**src/rtl/main_mem_arbiter_if.sv**
```systemverilog
// Bundles the core request side and the main-memory beat side of main_mem_arbiter.
// The master modport is the arbiter; the slave modport is the cores/memory environment.
interface main_mem_arbiter_if #(
  parameter int unsigned NUM_CORES  = 4,
  parameter int unsigned ADDR_WIDTH = 16
);
  logic [NUM_CORES-1:0]            w_req;
  logic [NUM_CORES-1:0]            w_req_rw;
  logic [NUM_CORES*ADDR_WIDTH-1:0] w_req_addr;
  logic                            w_main_mem_ready;
  logic [NUM_CORES-1:0]            w_grant;
  logic                            w_beat;
  logic [NUM_CORES-1:0]            w_done;
  logic                            w_main_mem_en;
  logic                            w_main_mem_rw;
  logic [ADDR_WIDTH-1:0]           w_main_mem_addr;

  modport master (
    input  w_req, w_req_rw, w_req_addr, w_main_mem_ready,
    output w_grant, w_beat, w_done, w_main_mem_en, w_main_mem_rw, w_main_mem_addr
  );

  modport slave (
    output w_req, w_req_rw, w_req_addr, w_main_mem_ready,
    input  w_grant, w_beat, w_done, w_main_mem_en, w_main_mem_rw, w_main_mem_addr
  );
endinterface

```
**src/rtl/main_mem_arbiter.sv**
```systemverilog
// Round-robin arbiter giving one core at a time a fixed-length burst on the main-memory port.
// Addresses increment per accepted beat from the latched base and wrap at 2^ADDR_WIDTH.
module main_mem_arbiter #(
  parameter int unsigned NUM_CORES         = 4,
  parameter int unsigned ADDR_WIDTH        = 16,
  parameter int unsigned BURST_WIDTH       = 4,
  parameter int unsigned FIXED_BURST_WRITE = 4,
  parameter int unsigned FIXED_BURST_READ  = 8
) (
  input  logic                 w_clock,
  input  logic                 w_reset_n,
  main_mem_arbiter_if.master   bus
);
  localparam int unsigned PtrWidth = $clog2(NUM_CORES);

  typedef enum logic {StIdle, StBurst} state_e;

  state_e                 state_q, state_d;
  logic [PtrWidth-1:0]    rr_q, rr_d;
  logic [PtrWidth-1:0]    owner_q, owner_d;
  logic [NUM_CORES-1:0]   grant_q, grant_d;
  logic                   rw_q, rw_d;
  logic [ADDR_WIDTH-1:0]  base_q, base_d;
  logic [BURST_WIDTH-1:0] len_q, len_d;
  logic [BURST_WIDTH-1:0] beat_q, beat_d;

  logic                   pick_valid;
  logic [PtrWidth-1:0]    pick_idx;
  logic                   last_beat;
  int unsigned            cand;

  // First requester at or above the rr pointer, wrapping.
  always_comb begin
    pick_valid = 1'b0;
    pick_idx   = '0;
    cand       = 0;
    for (int unsigned i = 0; i < NUM_CORES; i++) begin
      cand = (32'(rr_q) + i) % NUM_CORES;
      if (!pick_valid && bus.w_req[cand]) begin
        pick_valid = 1'b1;
        pick_idx   = PtrWidth'(cand);
      end
    end
  end

  assign last_beat = (beat_q == len_q - BURST_WIDTH'(1));

  always_comb begin
    state_d = state_q;
    rr_d    = rr_q;
    owner_d = owner_q;
    grant_d = grant_q;
    rw_d    = rw_q;
    base_d  = base_q;
    len_d   = len_q;
    beat_d  = beat_q;

    bus.w_grant         = '0;
    bus.w_beat          = 1'b0;
    bus.w_done          = '0;
    bus.w_main_mem_en   = 1'b0;
    bus.w_main_mem_rw   = 1'b0;
    bus.w_main_mem_addr = '0;

    unique case (state_q)
      StIdle: begin
        if (pick_valid) begin
          state_d = StBurst;
          owner_d = pick_idx;
          grant_d = NUM_CORES'(1) << pick_idx;
          rw_d    = bus.w_req_rw[pick_idx];
          base_d  = bus.w_req_addr[pick_idx*ADDR_WIDTH +: ADDR_WIDTH];
          len_d   = bus.w_req_rw[pick_idx] ? BURST_WIDTH'(FIXED_BURST_WRITE)
                                           : BURST_WIDTH'(FIXED_BURST_READ);
          beat_d  = '0;
        end
      end
      StBurst: begin
        bus.w_grant         = grant_q;
        bus.w_main_mem_en   = 1'b1;
        bus.w_main_mem_rw   = rw_q;
        bus.w_main_mem_addr = base_q + ADDR_WIDTH'(beat_q);
        bus.w_beat          = bus.w_main_mem_ready;
        if (bus.w_main_mem_ready) begin
          beat_d = beat_q + 1'b1;
          if (last_beat) begin
            bus.w_done = grant_q;
            state_d    = StIdle;
            grant_d    = '0;
            beat_d     = '0;
            rr_d       = (owner_q == PtrWidth'(NUM_CORES - 1)) ? '0 : owner_q + 1'b1;
          end
        end
      end
      default: state_d = StIdle;
    endcase
  end

  always_ff @(posedge w_clock or negedge w_reset_n) begin
    if (!w_reset_n) begin
      state_q <= StIdle;
      rr_q    <= '0;
      owner_q <= '0;
      grant_q <= '0;
      rw_q    <= 1'b0;
      base_q  <= '0;
      len_q   <= '0;
      beat_q  <= '0;
    end else begin
      state_q <= state_d;
      rr_q    <= rr_d;
      owner_q <= owner_d;
      grant_q <= grant_d;
      rw_q    <= rw_d;
      base_q  <= base_d;
      len_q   <= len_d;
      beat_q  <= beat_d;
    end
  end
endmodule

```
**src/flat_wrapper.sv**
```systemverilog
// flat-port wrapper written by rule: the top's interface ports become plain ports
module main_mem_arbiter_flat 
#(
  parameter int unsigned NUM_CORES         = 4,
  parameter int unsigned ADDR_WIDTH        = 16,
  parameter int unsigned BURST_WIDTH       = 4,
  parameter int unsigned FIXED_BURST_WRITE = 4,
  parameter int unsigned FIXED_BURST_READ  = 8
)
  (w_clock, w_reset_n, bus_w_req, bus_w_req_rw, bus_w_req_addr, bus_w_main_mem_ready, bus_w_grant, bus_w_beat, bus_w_done, bus_w_main_mem_en, bus_w_main_mem_rw, bus_w_main_mem_addr);
  main_mem_arbiter_if #(.NUM_CORES(NUM_CORES), .ADDR_WIDTH(ADDR_WIDTH)) bus_i ();
  input  logic w_clock;
  input  logic w_reset_n;
  input wire logic [$bits(bus_i.w_req)-1:0] bus_w_req;
  input wire logic [$bits(bus_i.w_req_rw)-1:0] bus_w_req_rw;
  input wire logic [$bits(bus_i.w_req_addr)-1:0] bus_w_req_addr;
  input wire logic [$bits(bus_i.w_main_mem_ready)-1:0] bus_w_main_mem_ready;
  output wire logic [$bits(bus_i.w_grant)-1:0] bus_w_grant;
  output wire logic [$bits(bus_i.w_beat)-1:0] bus_w_beat;
  output wire logic [$bits(bus_i.w_done)-1:0] bus_w_done;
  output wire logic [$bits(bus_i.w_main_mem_en)-1:0] bus_w_main_mem_en;
  output wire logic [$bits(bus_i.w_main_mem_rw)-1:0] bus_w_main_mem_rw;
  output wire logic [$bits(bus_i.w_main_mem_addr)-1:0] bus_w_main_mem_addr;
  assign bus_i.w_req = bus_w_req;
  assign bus_i.w_req_rw = bus_w_req_rw;
  assign bus_i.w_req_addr = bus_w_req_addr;
  assign bus_i.w_main_mem_ready = bus_w_main_mem_ready;
  assign bus_w_grant = bus_i.w_grant;
  assign bus_w_beat = bus_i.w_beat;
  assign bus_w_done = bus_i.w_done;
  assign bus_w_main_mem_en = bus_i.w_main_mem_en;
  assign bus_w_main_mem_rw = bus_i.w_main_mem_rw;
  assign bus_w_main_mem_addr = bus_i.w_main_mem_addr;
  main_mem_arbiter #(.NUM_CORES(NUM_CORES), .ADDR_WIDTH(ADDR_WIDTH), .BURST_WIDTH(BURST_WIDTH), .FIXED_BURST_WRITE(FIXED_BURST_WRITE), .FIXED_BURST_READ(FIXED_BURST_READ)) u_core (.w_clock(w_clock), .w_reset_n(w_reset_n), .bus(bus_i));
endmodule
```
**config.mk**
```make
export PLATFORM = sky130hd
export DESIGN_NAME = main_mem_arbiter_flat
export DESIGN_NICKNAME = d
export VERILOG_FILES = /design/src/rtl/main_mem_arbiter_if.sv /design/src/rtl/main_mem_arbiter.sv /design/src/flat_wrapper.sv
export SDC_FILE = /design/constraint.sdc
export NUM_CORES = 1
export LEC_CHECK = 0
export CAP_MARGIN = 20
export CORE_ASPECT_RATIO = 1.75
export CORE_UTILIZATION = 44
export CTS_CLUSTER_DIAMETER = 80
export DETAILED_ROUTE_END_ITERATION = 8
export GPL_TIMING_DRIVEN = 0
export PLACE_DENSITY = 0.82
export SYNTH_ARGS = -nofsm -noshare
export SYNTH_HDL_FRONTEND = slang
export SYNTH_SLANG_ARGS = --single-unit
export TNS_END_PERCENT = 20
```
**constraint.sdc**
```tcl
create_clock -name w_clock -period 2.1 [get_ports w_clock]
set_input_delay 0.21 -clock w_clock [delete_from_list [all_inputs] [get_ports w_clock]]
set_output_delay 0.21 -clock w_clock [all_outputs]
set_load 0.02 [all_outputs]
```
==> key figures, run 1 <==
STA
  • Tmin final: between 2 and 2.5 ns
  • RSZ-0062 raised after global routing: yes
  • Worst slew margin: 0.500
  • Setup ws final: -0.306 ns
  • Slew Viols, Final: 0
  • Final setup fails: 13
  • Final setup skew: between 0.003 and 0.004 ns
  • Hold Violations, Final: 0
  • Worst slew pin tran: between 0.7 and 0.8 ns
  • TNS Setup: -2.84 ns
  • Period utilisation layout: 1.15
  • FMAX: between 0.4 and 0.5 GHz

Synthesis
  • Main area contributors after synthesis: dfrtp_1, a221oi_1, a21oi_1
  • YS warnings: 0
  • Post-synth net total: 392
  • Top_reg_cell synth: dfrtp_1
  • Avg Synthesized Cell Area: a little under 8 sq um
  • Distinct cells, synth: 49
  • Seq/Total Area, Yosys: 0.314
  • Post-synthesis cell count: 310
  • Number of synthesized register bits: 31
  • Top-count cell post-synth: dfrtp_1
  • FFs w/ async S/R, synth: 1.00
  • Post-synth top area share: 0.314
  • Synth area leader: dfrtp_1
  • Most common library cells after synthesis: dfrtp_1, nor2_1, a21oi_1
  • Mapped cell area: 2470 sq um
  • Number of synthesized flops with an enable pin: 0

Cells and area
  • Non-filler cells, final: around 500
  • Fillers: approximately 440
  • Area Overhead vs Synth: 56.2%
  • NumNets Final: between 500 and 600
  • Footprint of the multi-input gates: ~1700 sq um
  • Share of layout cells above drive strength 1: 0.205
  • Number of antenna diodes: 0
  • Register Area: ~780 sq um

Global route
  • First-pass GRT wire length: 13200 um
  • Largest net degree at the start of global routing: 19
  • Vias in the first global route: 2839
  • Initial antenna violation count: 0
  • Global route overflow: 0
  • Total GRT Usage: 0.301

Detailed routing
  • Remaining DRCs: 0
  • Vias/cell: between 5 and 6
  • DRT Wirelength: 8670 um
  • Avg WL per Cell: 17.4 um
  • Pre-antenna DRT Iters: 4
  • Total number of vias: about 2800
  • Final ANT Viol Nets: 0
  • DR iter-0 viols: about 150

Place
  • Hpwl dp: roughly 6400 um
  • Cells after DPL: ~480
  • Setup WS pre-CTS: -0.719 ns
  • GPL Wtd Cong: ~0.85
  • Port Buffer Count: 98

Clock tree
  • CTS tree: done
  • Total CTS buffers: 5
  • Root Driver: clkbuf_8
  • Worst-Skew Late Latency: 0.28 ns
  • Post-CTS Hold Buffers: 0
  • CTS clk-pin slew, worst paths: approximately 0.07 ns
  • CTS sink cnt: 31
  • H-Tree Depth: 2
  • Clock buffer depth: 2

Worst setup path
  • Critical Path Source: u_core.beat_q[1]$_DFFE_PN0P_
  • Crit path max fanout: 5
  • CP required: between 1.5 and 2 ns
  • CP arrival: roughly 2.2 ns
  • Reg-to-Reg Start: u_core.rr_q[1]$_DFFE_PN0P_
  • Kind of critical path: reg -> out
  • Nature of the critical path endpoint: primary output
  • Type of origin of the critical path: register

Floorplan
  • # rows: 35
  • Boundary Pins: between 100 and 150
  • Die ar.: about 5900 sq um
  • Starting Density: 0.462
  • Core area: ~5300 sq um
  • Die width: ~59 um
  • Die Y: approximately 100 um

Job
  • Max Cap Violations: 0

Pwr
  • PwrDens: about 1400 nW/um^2
  • Lkg Pwr: between 0.0015 and 0.002 uW
  • Total power: 5460 uW
  • Peak VDD IR: between 500 and 600 uV

Min path
  • Hold path start: bus_w_req[2]
  • Tightest Hold Check Type: in -> reg

Status
  • Status: finished with violations
  • Failing checks: negative setup slack
[registers in the layout, summed over array words and instances (netlist names)]
register        cells
u_core.owner_q      2
u_core.grant_q      4
u_core.rr_q         2
u_core.state_q      1
u_core.len_q        2
u_core.beat_q       4
u_core.base_q      16
[metal layers]
metal  global-route usage  share of wire
met5                    0              0
met4                0.132          0.034
met3               0.0372          0.046
met2                0.567           0.57
met1                0.324           0.35
[final timing paths]
| path | cells past startpoint | slack [ns] | to |
|---|---|---|---|
| setup / recovery | 8 | -0.31 | bus_w_main_mem_addr[13] |
| hold / removal | 3 | 0.28 | u_core.grant_q[2]$_DFFE_PN0P_ |
| setup reg to reg | 8 | 0.09 | u_core.base_q[0]$_DFFE_PN0P_ |
| hold reg to reg | 1 | 0.50 | u_core.owner_q[1]$_DFFE_PN0P_ |
| max in group asynchronous | 2 | 1.18 | u_core.base_q[7]$_DFFE_PN0P_ |
| min in group asynchronous | 1 | 0.36 | u_core.rr_q[1]$_DFFE_PN0P_ |
[layout make-up]
cell class / instances / area share
tap: 74 / 0.0240
sequential: 31 / 0.203
clock inverter: 2 / 0.00909
timing repair buffer: 107 / 0.261
buffer: 23 / 0.0331
multi-input combinational: 243 / 0.436
clock buffer: 6 / 0.0214
inverter: 12 / 0.0120
[cells by family after synthesis]
logic type,after synthesis,synth area share
adders and majority gates,7,0.0385
AOI/OAI and AO/OA,114,0.300
muxes,5,0.0213
xor gates and xnor gates,6,0.0213
buffers and inverters,36,0.0614
and+or+nand+nor,111,0.243
DFF,31,0.314
[power by group]
group	leakage [uW]	total, uW	internal [uW]	switching, uW
sequential	0.000360	1210	884	330
combinational	0.00119	3630	1660	1970
clock	0.0000612	616	384	232
total	0.00161	5460	2920	2540
[metrics by stage]
stage               hold WS (ns)   util  cell area (sq um)
floorplan                -0.0856      -               2480
global placement           0.465  0.664               3550
detailed placement         0.478  0.670               3580
CTS                        0.272  0.701               3750
global route               0.293  0.721               3850
finish                     0.275  0.721               3850
[cell usage in the layout, fill, tap and decap left out, types with 3 or more instances in the layout]
master and n:
a211oi_2 4, a21boi_0 13, a21o_1 7, a21oi_1 17, a21oi_2 3, a221oi_1 13, a22oi_1 4, a31oi_1 6
and2_1 12, and3_1 14, buf_2 13, buf_4 15, buf_6 3, clkbuf_1 8, clkbuf_2 7, clkbuf_8 8
clkdlybuf4s50_1 78, dfrtp_1 26, dfrtp_2 5, ha_1 4, inv_1 10, mux2i_1 3, nand2_1 18, nand2b_1 4
nand3_1 12, nor2_1 27, o21ai_0 17, o21ai_1 13, o31ai_1 4, xnor2_1 5
[critical path, cell delays in order, from the launching register on]
cell and delay, ns:
dfrtp_1 0.41, ha_1 0.29, a21o_1 0.12, a21o_1 0.15, a21oi_2 0.08, buf_4 0.17
or4_4 0.43, a21oi_4 0.14, buf_6 0.13
[repair_timing]
item,4_1_cts,5_1_grt
cloned,1,0
setup endpoints to repair,34,26
pin swaps,18,5
setup buffers,3,4
resized for setup,107,28
Power figures use the tool's default switching activity.
==> run 2, diff against run 1 <==
- CORE_UTILIZATION: 44 -> 47
- PLACE_DENSITY: 0.82 -> 0.87
- SLEW_MARGIN: default -> 20
- clock period: 2.1 -> 2.85 ns (I/O delays scaled with it)
==> key figures, run 2 (synthesis results as in run 1) <==
Place
  • Port Buffer Count: 98 (unchanged)
  • GPL Wtd Cong: 0.853 (+0.65%)
  • Setup WS pre-CTS: -0.0755 ns (+0.643 ns)
  • Cells after DPL: 462 (-4.3%)
  • Hpwl dp: 6240 um (-3.0%)

Pwr
  • Logic pwr share: 0.658 (-0.007)
  • Internal: 1810 uW (-38%)
  • Reg power frac: 0.247 (+0.025)
  • Switch share: 0.479 (+0.0149)
  • Peak VDD IR: 392 uV (-33%)
  • PwrDens: 971 nW/um^2 (-31%)
  • Psw: 1670 uW (-34%)
  • Total power: 3480 uW (-36%)
  • Lkg Pwr: 0.00148 uW (-7.8%)
  • Clock network fraction of total power: 0.096 (-0.017)

Detailed routing
  • Avg WL per Cell: 16.4 um (-5.5%)
  • Total number of vias: 2807 (-1.4%)
  • DRT Wirelength: 7710 um (-11%)
  • Final ANT Viol Nets: 0 (unchanged)
  • Vias/cell: 5.99 (+4.7%)
  • DR iter-0 viols: 149 (-2.6%)
  • Pre-antenna DRT Iters: 6 (+2)
  • Remaining DRCs: 8 (+8)

Cells and area
  • NumNets Final: 496 (-1.8%)
  • Number of antenna diodes: 0 (unchanged)
  • Commonest non-fill, non-tap cells in the layout: clkdlybuf4s50_1, dfrtp_1, nor2_1, a21oi_1, o21ai_0
  • Top reg by flops: u_core.base_q
  • Fillers: 428 (-1.6%)
  • Util after Layout: 0.714 (-0.00770)
  • Non-filler cells, final: 469 (-5.8%)
  • Largest register FFs: 16 (unchanged)
  • Share of layout cells above drive strength 1: 0.0843 (-0.121)
  • Area Overhead vs Synth: 45.2%
  • Largest regs: u_core.base_q (16), u_core.beat_q (4), u_core.grant_q (4)
  • Most common cell after layout, fill and taps aside: clkdlybuf4s50_1

Floorplan
  • Boundary Pins: 102 (unchanged)
  • Die ar.: 5550 sq um (-6.2%)
  • Die width: 56.8 um (-3.1%)
  • Starting Density: 0.492 (+0.0297)
  • Die Y: 97.9 um (-3.2%)
  • Core area: 5020 sq um (-6.0%)
  • # rows: 34 (-2.9%)

Clock tree
  • Post-CTS Setup Inserts: 0 (-3)
  • Root Driver: clkbuf_8
  • H-Tree Depth: 2 (unchanged)
  • Worst-Skew Late Latency: 0.28 ns (about the same)
  • CTS sink cnt: 31 (unchanged)
  • CTS tree: done
  • Total CTS buffers: 5 (unchanged)
  • CTS clk-pin slew, worst paths: 0.06 ns (about the same)
  • Clock buffer depth: 2 (unchanged)

STA
  • FMAX: approximately 0.36 GHz
  • Hold Slack: 0.0427 ns (-0.233 ns)
  • Final setup fails: 0 (-13)
  • Worst slew pin tran: 0.703 ns (-0.0450 ns)
  • RSZ-0062 raised after global routing: yes
  • Hold Violations, Final: 0 (unchanged)
  • Slew Viols, Final: 0 (unchanged)
  • Tmin final: roughly 2.8 ns
  • Final setup skew: 0.00475 ns (+0.000763 ns)
  • Period utilisation layout: 0.970
  • Worst slew margin: 0.532 (+0.0316)
  • Setup ws final: 0.0853 ns (+0.391 ns)

Worst setup path
  • CP required: 2.57 ns (+0.68 ns)
  • CP arrival: 2.48 ns (+0.28 ns)
  • Nature of the critical path endpoint: primary output
  • Type of origin of the critical path: register
  • Crit path max fanout: 7 (+2)
  • Kind of critical path: reg -> out
  • R2R setup slack: 0.64 ns (+0.55 ns)

Global route
  • Largest net degree at the start of global routing: 32 (+13)
  • Vias in the first global route: 2890 (+1.8%)
  • Total GRT Usage: 0.294 (-0.00674)
  • Initial antenna violation count: 0 (unchanged)
  • First-pass GRT wire length: 13000 um (-2.0%)
  • Global route overflow: 0 (unchanged)

Status
  • Failing checks: design-rule violations
  • Status: finished with violations

Job
  • Max Cap Violations: 0 (unchanged)

Min path
  • Tightest Hold Check Type: in -> async
-- run 2: final cells by class --
type / instances / area (sq um) / area share
plain buffers: 23 / 108 / 0.0300
clock buffers: 7 / 76.3 / 0.0213
clock inverters: 1 / 5.00 / 0.00140
inverters: 12 / 45.0 / 0.0126
multi-input cells: 243 / 1560 / 0.436
flip-flops and latches: 31 / 776 / 0.217
well taps: 54 / 67.6 / 0.0189
repair buffers: 98 / 943 / 0.263
-- run 2: stage by stage --
step,area (sq um),TNS [ns]
2_1_floorplan,2470,0
3_3_place_gp,3520,0
4_1_cts,3580,0
5_1_grt,3580,-0.0772
6_report,3580,0
3_5_place_dp,3510,-0.0785
-- run 2: routing by layer --
| metal | part of all wire | wire, um | global-route usage | vias to the layer above |
|---|---|---|---|---|
| li1 | - | - | - | 1340 |
| met3 | 0.055 | 421 | 0.0344 | 27 |
| met1 | 0.36 | 2790 | 0.327 | 1311 |
| met2 | 0.55 | 4210 | 0.535 | 129 |
| met5 | 0 | 0 | 0 | - |
| met4 | 0.037 | 289 | 0.152 | 0 |
-- run 2: repair_timing --
action,CTS,global route
endpoints found under the setup margin,15,14
pin swaps,0,0
hold buffers,0,0
gates resized for setup,15,17
-- run 2: worst max-delay path, stage by stage (launching register included) --
cell	delay [ns]
dfrtp_1	0.40
ha_1	0.19
inv_1	0.05
fa_1	0.40
nor2b_2	0.16
o21ai_2	0.14
a211oi_1	0.31
xnor2_1	0.16
nor2_1	0.05
dlygate4sd2_1	0.33
-- run 2: final timing paths --
| check | cells after the start | start | endpoint |
|---|---|---|---|
| setup reg to reg | 7 | u_core.rr_q[0]$_DFFE_PN0P_ | u_core.base_q[0]$_DFFE_PN0P_ |
| hold / removal | 1 | w_reset_n | u_core.base_q[11]$_DFFE_PN0P_ |
| max in group asynchronous | 1 | w_reset_n | u_core.beat_q[2]$_DFFE_PN0P_ |
| hold reg to reg | 1 | u_core.owner_q[1]$_DFFE_PN0P_ | u_core.owner_q[1]$_DFFE_PN0P_ |
| setup / recovery | 9 | u_core.beat_q[0]$_DFFE_PN0P_ | bus_w_main_mem_addr[12] |
| min in group w_clock | 3 | bus_w_req[2] | u_core.grant_q[2]$_DFFE_PN0P_ |
-- run 2: power groups by stage --
stage          Combinational, uW  Sequential (uW)  Clock (uW)
4_1_cts                     2260              850         331
5_1_grt                     2520              895         345
3_3_place_gp                2280              846           0
3_5_place_dp                2330              856           0
6_report                    2290              859         332
2_1_floorplan               1480              795           0
==> run 3, diff against run 2 <==
- ABC_CLOCK_PERIOD_IN_PS: default -> 2850
- PLACE_DENSITY: 0.87 -> 0.95
==> key figures, run 3 (synthesis results as in run 1) <==
STA
  • Period utilisation layout: 0.967 (-0.00280)
  • Final setup fails: 0 (unchanged)
  • Hold Violations, Final: 0 (unchanged)
  • Worst slew pin tran: 0.688 ns (-0.0145 ns)
  • Tmin final: 2.76 ns (-0.00798 ns)
  • RSZ-0062 raised after global routing: yes
  • Slew Viols, Final: 0 (unchanged)
  • Worst slew margin: 0.541 (+0.00964)
  • Final setup skew: 0.00554 ns (+0.000787 ns)
  • FMAX: 0.363 GHz (+0.29%)

Pwr
  • Peak VDD IR: 487 uV (+24%)
  • PwrDens: 975 nW/um^2 (+0.42%)
  • Lkg Pwr: 0.00149 uW (+0.45%)

Floorplan
  • Die width: 56.8 um (unchanged)
  • Core area: 5020 sq um (unchanged)
  • Die Y: 97.9 um (unchanged)
  • Boundary Pins: 102 (unchanged)
  • # rows: 34 (unchanged)
  • Die ar.: 5550 sq um (unchanged)
  • Starting Density: 0.492 (unchanged)

Worst setup path
  • Max stage delay on crit path: 0.42 ns (+0.02 ns)
  • Slowest cell on the critical path: dfrtp_1
  • CP cell instances: ha_1 -> a21o_1 -> a21o_1 -> a21oi_1 -> clkbuf_2 -> o21ai_0 -> a21oi_1 -> dlygate4sd2_1
  • Kind of critical path: reg -> out
  • CP arrival: 2.47 ns (about the same)
  • Type of origin of the critical path: register
  • Cells on worst reg2reg path: 7 (unchanged)
  • Reg-to-Reg Start: u_core.rr_q[0]$_DFFE_PN0P_
  • Cell family with the largest share of critical-path delay: compound AO/OA/AOI/OAI gates
  • Crit path max fanout: 10 (+3)
  • Worst r2r dst: u_core.base_q[0]$_DFFE_PN0P_
  • Nature of the critical path endpoint: primary output
  • CP Buf/Inv Count: 2 (unchanged)
  • CP required: 2.57 ns (about the same)
  • R2R setup slack: 0.60 ns (-0.04 ns)

Status
  • Status: finished with violations
  • Failing checks: design-rule violations

Clock tree
  • CTS clk-pin slew, worst paths: 0.07 ns (about the same)
  • Total CTS buffers: 5 (unchanged)
  • Worst-Skew Late Latency: 0.29 ns (about the same)
  • Root Driver: clkbuf_8
  • Clock buffer depth: 2 (unchanged)
  • Post-CTS Hold Buffers: 0 (unchanged)
  • CTS sink cnt: 31 (unchanged)
  • H-Tree Depth: 2 (unchanged)
  • Post-CTS Setup Inserts: 0 (unchanged)
  • CTS tree: done

Cells and area
  • Top reg by flops: u_core.base_q
  • Fillers: 377 (-12%)
  • NumNets Final: 497 (+0.20%)
  • Number of antenna diodes: 0 (unchanged)
  • Largest regs: u_core.base_q (16), u_core.beat_q (4), u_core.grant_q (4)
  • Non-filler cells, final: 470 (+0.21%)
  • Most common cell after layout, fill and taps aside: clkdlybuf4s50_1
  • Largest register FFs: 16 (unchanged)
  • Share of layout cells above drive strength 1: 0.0793 (-0.00501)
  • Commonest non-fill, non-tap cells in the layout: clkdlybuf4s50_1, dfrtp_1, nor2_1, a21oi_1, o21ai_0
  • Area Overhead vs Synth: 45.8%
  • Util after Layout: 0.717 (+0.00299)

Global route
  • Largest net degree at the start of global routing: 32 (unchanged)
  • Initial antenna violation count: 0 (unchanged)
  • Vias in the first global route: 2802 (-3.0%)
  • Global route overflow: 0 (unchanged)
  • First-pass GRT wire length: 13200 um (+1.3%)
  • Total GRT Usage: 0.302 (+0.00849)

Min path
  • Tightest Hold Check Type: in -> async

Detailed routing
  • WL met3: 463 um (+10%)
  • Max Used Layer: met4
  • Total number of vias: 2867 (+2.1%)
  • Remaining DRCs: 4 (-4)
  • DR iter-0 viols: 190 (+28%)
  • Final ANT Viol Nets: 0 (unchanged)
  • Metal-1 WL: 2830 um (+1.1%)
  • Pre-antenna DRT Iters: 7 (+1)
  • DRT Wirelength: 8020 um (+4.0%)
  • Met2 routed WL: 4410 um (+4.9%)
  • Vias/cell: 6.10 (+1.9%)
  • Avg WL per Cell: 17.1 um (+3.7%)

Place
  • Port Buffer Count: 98 (unchanged)
  • Cells after DPL: 462 (unchanged)
  • GPL Wtd Cong: 0.846 (-0.79%)
  • Hpwl dp: 6330 um (+1.4%)

Job
  • Max Cap Violations: 0 (unchanged)
run 3: changes by cell type in the layout (fill, tap and decap cells not counted), sizes merged:
cell	change
dlygate4sd2	+2
clkdlybuf4s15	+1
buf	+1
clkbuf	-3
run 3: how the worst max path moves through the flow:
stage	startpoint	to	slack [ns]	cells past startpoint
2_1_floorplan	u_core.beat_q[0]$_DFFE_PN0P_	bus_w_main_mem_addr[4]	0.63	7
3_3_place_gp	u_core.beat_q[1]$_DFFE_PN0P_	bus_w_main_mem_addr[11]	0.07	8
3_5_place_dp	u_core.beat_q[0]$_DFFE_PN0P_	bus_w_main_mem_addr[10]	0.02	9
4_1_cts	u_core.beat_q[0]$_DFFE_PN0P_	bus_w_main_mem_addr[14]	0.03	9
5_1_grt	u_core.beat_q[0]$_DFFE_PN0P_	bus_w_main_mem_addr[10]	-0.03	9
6_report	u_core.beat_q[1]$_DFFE_PN0P_	bus_w_main_mem_addr[7]	0.09	8
run 3: what timing repair did:
| item | CTS | global route |
|---|---|---|
| setup endpoints to repair | 15 | 9 |
| pin swaps | 0 | 1 |
| gates resized for setup | 19 | 8 |
run 3: report_power, final:
group	switching (uW)	total (uW)	internal [uW]
logic	1300	2300	1000
registers	222	868	646
clock network	166	337	171
run 3: per-stage QoR:
stage	setup WS [ns]	hold slack (ns)	total power (uW)	cell area [sq um]	TNS [ns]
floorplan	0.633	-0.0106	2270	2470	0
global placement	0.0691	0.470	3090	3520	0
detailed placement	0.0198	0.353	3190	3510	0
CTS	0.0266	0.0482	3460	3600	0
global route	-0.0329	0.0993	3750	3600	-0.0416
finish	0.0932	0.0259	3510	3600	0
run 3: area by class of cell:
type,count,area (sq um),share of cell area
inverters,12,45.0,0.0125
plain buffers,24,110,0.0306
multi-input cells,243,1560,0.434
clock buffers,7,76.3,0.0212
well taps,54,67.6,0.0188
flip-flops and latches,31,776,0.216
clock inverters,1,5.00,0.00139
repair buffers,98,956,0.266
run 3: routing by layer:
metal,up-vias,track usage
met5,-,0
met4,0,0.159
met3,24,0.0411
met2,144,0.554
met1,1357,0.329
li1,1342,-
